$ cat src/rtl/bram_pixel_streamer.sv
// rtl/bram_pixel_streamer.sv - frame-buffer read engine: BRAM address sweep to valid/ready pixel stream
// Credit-based issue keeps FIFO occupancy plus in-flight reads within FIFO_DEPTH, so no read is ever dropped.
module bram_pixel_streamer #(
  parameter int DATA_W   = 24,
  parameter int ADDR_W   = 18,
  parameter int READ_LAT = 1
) (
  input  logic              clka,
  input  logic              rst,
  input  logic              start,
  input  logic [ADDR_W-1:0] base,
  input  logic [ADDR_W:0]   len,
  input  logic              dir,
  input  logic              abort,
  output logic              ena,
  output logic [ADDR_W-1:0] addra,
  input  logic [DATA_W-1:0] douta,
  output logic              m_valid,
  input  logic              m_ready,
  output logic [DATA_W-1:0] m_data,
  output logic              m_last,
  output logic              busy,
  output logic              done
);
  localparam int FIFO_DEPTH = READ_LAT + 2;
  localparam int PW = $clog2(FIFO_DEPTH);
  localparam int CW = $clog2(FIFO_DEPTH + 2) + 1;
  localparam logic [ADDR_W:0]   LEN_ONE  = 1;
  localparam logic [ADDR_W-1:0] ADDR_ONE = 1;
  localparam logic [PW-1:0]     PTR_LAST = PW'(FIFO_DEPTH - 1);

  typedef enum logic [1:0] {IDLE, RUN, DRAIN} state_t;
  state_t state;

  logic [DATA_W-1:0] mem [FIFO_DEPTH];
  logic [PW-1:0]     wr_ptr, rd_ptr;
  logic [CW-1:0]     fifo_count;
  logic [READ_LAT-1:0] pipe;
  logic [ADDR_W-1:0] next_addr;
  logic [ADDR_W:0]   remaining, len_r, beat_idx;
  logic              dir_r;
  logic [CW-1:0]     inflight, outstanding;
  logic              pop, push, credit;

  // ena itself counts as the youngest in-flight read
  always_comb begin
    inflight = CW'(ena);
    for (int i = 0; i < READ_LAT; i++) inflight = inflight + CW'(pipe[i]);
  end

  assign pop         = m_valid & m_ready;
  assign push        = pipe[READ_LAT-1];
  assign outstanding = fifo_count + inflight - CW'(pop);
  assign credit      = outstanding < CW'(FIFO_DEPTH);

  assign m_valid = fifo_count != '0;
  assign m_data  = mem[rd_ptr];
  assign m_last  = m_valid && (beat_idx == len_r - LEN_ONE);

  always_ff @(posedge clka or posedge rst) begin
    if (rst) begin
      state      <= IDLE;
      ena        <= 1'b0;
      addra      <= '0;
      busy       <= 1'b0;
      done       <= 1'b0;
      next_addr  <= '0;
      remaining  <= '0;
      len_r      <= '0;
      beat_idx   <= '0;
      dir_r      <= 1'b0;
      pipe       <= '0;
      wr_ptr     <= '0;
      rd_ptr     <= '0;
      fifo_count <= '0;
      for (int i = 0; i < FIFO_DEPTH; i++) mem[i] <= '0;
    end else if (abort) begin
      state      <= IDLE;
      ena        <= 1'b0;
      busy       <= 1'b0;
      done       <= 1'b0;
      pipe       <= '0;
      wr_ptr     <= '0;
      rd_ptr     <= '0;
      fifo_count <= '0;
    end else begin
      pipe <= READ_LAT'({pipe, ena});

      if (push) begin
        mem[wr_ptr] <= douta;
        wr_ptr      <= (wr_ptr == PTR_LAST) ? '0 : wr_ptr + PW'(1);
      end
      if (pop) begin
        rd_ptr   <= (rd_ptr == PTR_LAST) ? '0 : rd_ptr + PW'(1);
        beat_idx <= beat_idx + LEN_ONE;
      end
      case ({push, pop})
        2'b10:   fifo_count <= fifo_count + CW'(1);
        2'b01:   fifo_count <= fifo_count - CW'(1);
        default: ;
      endcase

      done <= 1'b0;
      case (state)
        IDLE: begin
          ena <= 1'b0;
          if (start) begin
            if (len == '0) begin
              done <= 1'b1;
            end else begin
              state     <= RUN;
              busy      <= 1'b1;
              ena       <= 1'b1;
              addra     <= base;
              next_addr <= dir ? base - ADDR_ONE : base + ADDR_ONE;
              remaining <= len - LEN_ONE;
              len_r     <= len;
              dir_r     <= dir;
              beat_idx  <= '0;
            end
          end
        end
        RUN: begin
          if (remaining == '0) begin
            ena   <= 1'b0;
            state <= DRAIN;
          end else if (credit) begin
            ena       <= 1'b1;
            addra     <= next_addr;
            next_addr <= dir_r ? next_addr - ADDR_ONE : next_addr + ADDR_ONE;
            remaining <= remaining - LEN_ONE;
          end else begin
            ena <= 1'b0;
          end
        end
        DRAIN: begin
          ena <= 1'b0;
          // last beat popping this edge with nothing else in flight ends the run
          if (outstanding == '0) begin
            state <= IDLE;
            busy  <= 1'b0;
            done  <= 1'b1;
          end
        end
        default: state <= IDLE;
      endcase
    end
  end

endmodule

$ cat config.mk
export PLATFORM = sky130hd
export DESIGN_NAME = bram_pixel_streamer
export DESIGN_NICKNAME = d
export VERILOG_FILES = /design/src/rtl/bram_pixel_streamer.sv
export SDC_FILE = /design/constraint.sdc
export NUM_CORES = 1
export LEC_CHECK = 0
export ABC_AREA = 0
export CORE_MARGIN = 3
export CORE_UTILIZATION = 35
export CTS_CLUSTER_DIAMETER = 100
export DETAILED_ROUTE_END_ITERATION = 10
export HOLD_SLACK_MARGIN = 0.02
export REMOVE_ABC_BUFFERS = 1
export SLEW_MARGIN = 15
export SYNTH_ARGS = -nofsm -noshare
export SYNTH_HDL_FRONTEND = slang
export SYNTH_SLANG_ARGS = --single-unit
export TNS_END_PERCENT = 10
$ cat constraint.sdc
create_clock -name clka -period 6.1 [get_ports clka]
set_input_delay 0.61 -clock clka [delete_from_list [all_inputs] [get_ports clka]]
set_output_delay 0.61 -clock clka [all_outputs]
set_load 0.1 [all_outputs]
==> results summary, run 1 <==
The clock share of power came out at 0.149. Once the clock tree was built, the setup fixing pass inserted 0 buffers. The filler cell count in the final layout is roughly 3,000. The remaining design rule violation count is 0. The depth of the most critical reg-to-reg path is 16.

The clock sink total came out at 180. The mean instance size in the synthesized netlist came out at 9.72 sq um. Of the total power, the share spent switching nets is 0.504. The placeable core region came out at 31,100 sq um. CTS built an H-tree with a depth of 4. For this run, the detailed router's first-pass iteration total came to 4. The commonest cells after synthesis are dfrtp_1, nand2_1, mux2_2.

The maximum fanout count along the critical path came out at 6. The achievable frequency is roughly 220 MHz. The count of yosys warnings during synthesis is 0.

The gate count of the mapped netlist came out at around 1,200. The initial utilization of the core area, before any placement, comes to 0.360. The top-level port count is approximately 110. The maximum number of pins on one net before global-route repair came out at 96. The overall die width is between 150 and 200 um.

STA classifies the critical path endpoint as an output pin. The final total negative setup slack is 0 ns. The static leakage came out at between 5 and 6 nW. The largest vdd supply drop came out at 0.408 mV. The share of the cycle needed by the critical path after routing came out at 0.760. The root buffer selected by CTS is clkbuf_16.

The cell area after synthesis came out at about 11,000 sq um. The final global-route overflow total is 0. The worst slew margin relative to its limit is 0.287.

Setup repair after global routing left no endpoint under its margin. The power density over cell area is 570 nW/um^2. The count of endpoints failing setup in the final report came out at 0.

The share of power burned in registers came out at 0.270. The first global-routing pass estimated between 40,000 and 50,000 um of wire. The longest clock path from root to sink contains 2 buffers.

The aggregate global-route resource usage came out at 0.158. The setup slack of the critical path after layout is 1.46 ns. The overall die area is 34,200 sq um. The sequential standard cell area came out at between 4000 and 5000 sq um. The vertical die dimension is ~180 um. The min-delay analysis places its worst path in the category flop to flop.

Of the total power, combinational logic draws 0.581. At the end of routability-driven placement, the weighted congestion stood at approximately 0.8. The worst hold path passes through 2 cells. The share of the synthesized area in the top cell type is 0.402. The post-synthesis to final-layout area growth came out at 18.7%. In this run, the number of DRC markers left after iteration 0 of detailed routing was between 500 and 600.

The initial antenna violation count was 0. The switching power of the nets is 3.81 mW. The run finished with clean final reports.

The most instantiated flip-flop cell in the synthesis netlist is dfrtp_1. The pre-CTS setup slack came out at between 1.5 and 2 ns. The count of unique library cells instantiated by Yosys came out at 73. The count of input and output buffers is between 100 and 150.

In this run, placement finished with an instance count of roughly 1,600. The via count of the first global-routing pass came out at between 8,000 and 9,000. The row count is between 60 and 70. The final instance area came out at about 13,000 sq um. The required time of the worst setup path is 5.49 ns. The cell-internal power is 3.76 mW. The actual slew at the worst max-slew pin is 1.07 ns.

The total detailed-routing wirelength is 26,500 um. The via density per instance is between 5 and 6. The repair_antennas step left the layout with diodes totalling 0. The total of flip-flops plus latches after synthesis is 180. The number of maximum-capacitance constraint violations came out at 0.

The kind of critical path is flop to output pin. The total half-perimeter wirelength after legalization and detailed placement came out at between 15,000 and 20,000 um. The final hold violation count came out at 0. The sequential cell area fraction in the yosys report is 0.402. The count of nets left with antenna violations after detail routing is 0.

The final-report max-slew violation count was 0. The synthesized design spends more area on one cell type than any other, namely dfrtp_1. The quantity of gates resized following cts is 0.

STA classifies the critical path startpoint as a flop. The utilization of the core after routing came out at 0.428. The proportion of register bits with asynchronous set or reset after synthesis came out at 1.00. dfrtp_1 is the most common cell in the netlist.

Clock latency on the worst-skew pair, taken at its later pin, is 0.44 ns. Dividing the detail-routed wire length by the instance count gives about 16 um. The clock-pin slew on the worst setup and hold paths is 0.07 ns. The count of hold buffers inserted by post-cts repair is 0. In the post-synthesis netlist, the biggest area contributors are dfrtp_1, mux2_2, ha_1. The total via count in the routed design came out at ~8,700. TritonCTS built the clock tree.

The arrival time of the worst setup path is between 4 and 5 ns. The post-route minimum period came out at 4.64 ns. The number of buffers inserted during clock tree synthesis came out at 17. The number of enable flip-flop cells after synthesis is 0. The post-layout instance count excluding filler cells came out at between 1,500 and 2,000. The total placed instance area came out at around 13,000 sq um.

The number of nets in the finished design came out at between 1,000 and 1,500. Of the cells placed in the final design, the portion with a size suffix greater than 1 is 0.129. The setup clock skew after layout came out at approximately 0.015 ns.

In the final layout, the multi-input gates occupy 6340 sq um.
worst paths after layout:
check / startpoint / to / slack [ns]
setup reg to reg: fifo_count[2] / next_addr[17] / 1.55
setup / recovery: len_r[0] / m_last / 1.46
min in group asynchronous: rst / mem[3] / 0.66
max in group asynchronous: rst / rd_ptr[1] / 4.11
hold / removal: addra[12] / addra[12] / 0.49
hold reg to reg: addra[12] / addra[12] / 0.49
final cells by class:
type / instances / share of cell area
Multi-Input combinational cell: 881 / 0.477
Clock buffer: 18 / 0.0323
Sequential cell: 180 / 0.339
Tap cell: 396 / 0.0373
Timing Repair Buffer: 124 / 0.0914
Clock inverter: 14 / 0.0127
Inverter: 34 / 0.00998
critical path: stages, from the launching register on:
cell	delay, ns
dfrtp_1	0.42
inv_1	0.09
ha_1	0.18
or3b_2	0.49
nor2_1	0.20
nand2_1	0.20
o21ai_0	0.22
nand4_1	0.12
nor4_1	0.33
and3_1	0.22
clkdlybuf4s50_1	1.13
cells in the final DEF, fill, tap and decap left out, drive strengths merged, types with 4 or more instances in the layout:
| cell type | n |
|---|---|
| a2111oi | 6 |
| a211oi | 9 |
| a21o | 8 |
| a21oi | 64 |
| a31oi | 8 |
| and2 | 4 |
| and3 | 9 |
| buf | 11 |
| clkbuf | 18 |
| clkdlybuf4s50 | 113 |
| clkinv | 5 |
| dfrtp | 180 |
| fa | 5 |
| ha | 44 |
| inv | 39 |
| mux2 | 93 |
| mux2i | 50 |
| nand2 | 99 |
| nand2b | 7 |
| nand3 | 35 |
| nand3b | 5 |
| nand4 | 14 |
| nor2 | 78 |
| nor2b | 10 |
| nor3 | 38 |
| nor4 | 23 |
| o211ai | 7 |
| o21a | 10 |
| o21ai | 79 |
| o21bai | 4 |
| o22ai | 42 |
| o31a | 4 |
| or3 | 6 |
| xnor2 | 43 |
| xor2 | 44 |
state kept, by name, indices dropped and copies added, names as in the netlist:
signal and cells:
mem 72, beat_idx 19, len_r 19, remaining 19, addra 18, next_addr 18
fifo_count 4, rd_ptr 2, state 2, wr_ptr 2, busy 1, dir_r 1
done 1, ena 1, pipe 1
cell families (layout without fill, tap and decap cells):
group | Yosys count | count (layout) | share of synthesized area
buffers and inverters | 90 | 190 | 0.0340
multiplexers | 143 | 143 | 0.139
AND/OR/NAND/NOR | 344 | 344 | 0.151
XOR/XNOR | 87 | 87 | 0.0681
flip-flops | 180 | 180 | 0.402
AO/OA/AOI/OAI | 258 | 258 | 0.147
adder cells (fa/ha/maj) | 49 | 49 | 0.0581
layer usage:
metal  vias up  wire length [um]  share of wire  global-route usage
li1       4362                 -              -                   -
met1      4208             13300           0.50               0.224
met2       137             12000           0.45               0.253
met3        22               877          0.033              0.0271
met4         0               288          0.011              0.0351
met5         -                 0              0                   0
power by group through the flow:
stage | registers [mW] | logic, mW | clock network [mW]
CTS | 2.04 | 4.42 | 1.16
global route | 2.11 | 4.76 | 1.21
detailed placement | 2.06 | 4.40 | 0
global placement | 2.05 | 4.34 | 0
floorplan | 2.42 | 3.03 | 0
finish | 2.05 | 4.39 | 1.13
stage by stage:
| stage | hold WS (ns) | power (mW) |
|---|---|---|
| 3_3_place_gp | 0.468 | 6.39 |
| 3_5_place_dp | 0.473 | 6.46 |
| 4_1_cts | 0.494 | 7.62 |
| 6_report | 0.489 | 7.57 |
| 5_1_grt | 0.514 | 8.09 |
| 2_1_floorplan | 0.468 | 5.45 |
Note: power is estimated with default switching activity, not from simulation.
==> run 2: changes to the inputs <==
Clock period 6.1 ns to 3.84 ns, I/O delays scaled along.
==> results summary, run 2 (same netlist as run 1, synthesis figures left out) <==
The number of nets in the finished design came out at approximately 1,400. Walking the worst path, the cells encountered are inv_2 > ha_4 > or3b_4 > nand3_2 > o21a_1 > fa_2 > inv_2 > fa_2 > xnor2_2 > a31o_1 > or3b_4 > a31oi_4 > a2111o_4 > nor2_2 > mux2_4 > a221o_1. The placeable core region came out at approximately 31,000 sq um. The wire length of the first global-routing pass is about 45,000 um.

For this block, the via count after detailed routing is 8,972. The worst-case IR drop observed on VDD is approximately 0.66 mV. The average wire length per cell after detail routing is roughly 17 um. The overall die area came out at about 34,000 sq um. The count of antenna diodes in the layout is 0. The count of nets left with antenna violations after detail routing came out at 0. The delay of the slowest critical-path stage is approximately 0.40 ns. Data on the critical path is required at its endpoint by approximately 4.2 ns.

The initial detailed-routing violation count is between 500 and 600. The root buffer cell chosen for the clock tree is clkbuf_16. Leaving out fill and tap cells, the most frequent cell in the layout is dfrtp_1. The die is 185 um wide. Broken down by cell family, the worst path's largest delay share belongs to compound AO/OA/AOI/OAI gates. The routability-driven placement congestion ratio came out at 0.789. The post-layout total power is roughly 12 mW. TritonCTS built the clock tree. The post-route minimum period is approximately 3.8 ns. Summed over all nets, wire length on met3 after detailed routing comes to between 1000 and 1500 um.

The H-tree level count is 4. The wire length on met2 is approximately 13,000 um. The final hold violation count was 0. The relative contribution of combinational cells to total power is 0.590. The final global-route overflow total came out at 0. The maximum fanout count along the critical path is 5. For the worst setup path, the data arrival time is about 4.2 ns. The clock-pin slew on the worst setup and hold paths is 0.08 ns. The setup clock skew after layout is between 0.01 and 0.015 ns. The maximum number of pins on one net before global-route repair is 89. Of the cells placed in the final design, the portion with a size suffix greater than 1 is 0.179.

For this design the ratio of total power to cell area is between 900 and 1000 nW/um^2. The initial standard-cell utilization of the core is 0.360. The cell-internal power is 6.14 mW. In the routed layout, each cell is associated on average with a via count of ~5.3. Hold repair after CTS inserted 0 buffers. The static leakage is approximately 5.6 nW.

The clock reaches the later pin of the worst-skew pair after roughly 0.45 ns. The register with the most flip-flops in the final layout is mem. The kind of critical path is flop to flop.

The achievable frequency came out at ~260 MHz. The flow ran to the end, and the final reports show no timing, DRC or antenna violations. The nature of the critical path startpoint is a flop.

The clock share of power came out at 0.150. The total detailed-routing wirelength came out at between 20,000 and 30,000 um. The count of endpoints failing setup in the final report came out at 0.

The top layer reached by signal wires is met4. Clock tree synthesis inserted a total of 17 buffers. Of the total power, the share spent switching nets is 0.504. The path class of the tightest hold or removal check is input pin to asynchronous set/reset pin.

The vertical die dimension came out at 185 um. The clock sink total came out at 180. The sum of buffers and inverters on the critical path came out at 2. The aggregate global-route resource usage is 0.162.

The pre-antenna-repair detailed-routing pass consisted of 5 iterations. Leaving out fill and tap cells, the most frequent cells in the layout are dfrtp_1, nand2_1, mux2_2. Setup repair after global routing could not meet its margin everywhere. The switching power of the nets came out at between 6 and 7 mW. The count of buffers added on input and output ports is approximately 110.

The final-report max-slew violation count came out at 0. The remaining design rule violation count is 0. Relative to the synthesized area, the layout overhead comes to 21.6%. For this block, wires on met1 add up to 13,500 um. Across all setup checks in the final design, the least slack found is approximately 0.0048 ns. At the pin with the least slew margin, the transition time is between 1 and 1.5 ns. The floorplan has 64 rows. The share of total power dissipated in sequential elements is 0.259. Dividing the final minimum period by the clock period gives 0.999. The worst slew margin relative to its limit is 0.268. The slowest stage of the critical path belongs to the cell dfrtp_1. Across the run, the number of max-cap violations was 0.

The flip-flop count of the largest register after layout came out at between 70 and 80. The via count of the first global-routing pass is just under 9,000. The worst setup path is captured at a flop.

The top-level port count came out at approximately 110. The pre-CTS setup slack came out at -0.112 ns. The total half-perimeter wirelength after legalization and detailed placement came out at around 19,000 um.

The initial antenna violation count was 0. The clock passes through at most 2 buffers.
## run 2: power by group through the flow
stage               sequential [mW]  combinational, mW  clock, mW
global placement               3.22               7.02          0
CTS                            3.21               7.18       1.90
detailed placement             3.24               7.14          0
finish                         3.21               7.31       1.86
global route                   3.32               7.86       1.99
floorplan                      3.84               4.81          0
## run 2: layout make-up
type,count,area (sq um)
clock buffer,17,425
clock inverter,15,190
fill,2965,17500
inverter,34,133
multi-input combinational,882,6390
sequential,180,4510
tap,396,495
timing repair buffer,155,1470
## run 2: metrics by stage
step	hold WS (ns)	cells	setup TNS (ns)	instance area (sq um)	utilization
detailed placement	0.473	1640	-0.304	12900	0.414
global route	0.518	1679	-0.252	13600	0.438
finish	0.421	1679	0	13600	0.438
floorplan	0.445	1095	-290.26	10900	-
global placement	0.469	1640	-0.0102	12900	0.414
CTS	0.480	1672	-0.0302	13500	0.434
## run 2: final timing paths
| kind | startpoint | to | slack [ns] | depth (start not counted) |
|---|---|---|---|---|
| max | fifo_count[2] | next_addr[17] | 0.005 | 16 |
| max in group asynchronous | rst | len_r[4] | 2.54 | 3 |
| min in group clka | addra[12] | addra[12] | 0.48 | 2 |
| min reg2reg | addra[12] | addra[12] | 0.48 | 2 |
| min | rst | mem[3] | 0.42 | 2 |
| max reg2reg | fifo_count[2] | next_addr[17] | 0.005 | 16 |
## run 2: worst reg2reg max path, delay by kind of cell (launching register included)
kind	cells	cell delay (ns)
AOI/OAI and AO/OA	5	1.16
muxes	1	0.25
adders and majority gates	3	0.74
and+or+nand+nor	4	0.91
DFF	1	0.40
buffers and inverters	2	0.12
xor gates and xnor gates	1	0.14
## run 2: repair_timing
item | 4_1_cts | 5_1_grt
hold endpoints to repair | 0 | 0
cloned | 0 | 2
resized for setup | 1 | 14
buffers inserted | 0 | 5
pin swaps | 1 | 11
endpoints found under the setup margin | 11 | 39
## run 2: layer usage
layer  track usage  vias up
met5             0        -
met4        0.0390        0
met3        0.0318       22
met2         0.259      195
met1         0.228     4333
li1              -     4422
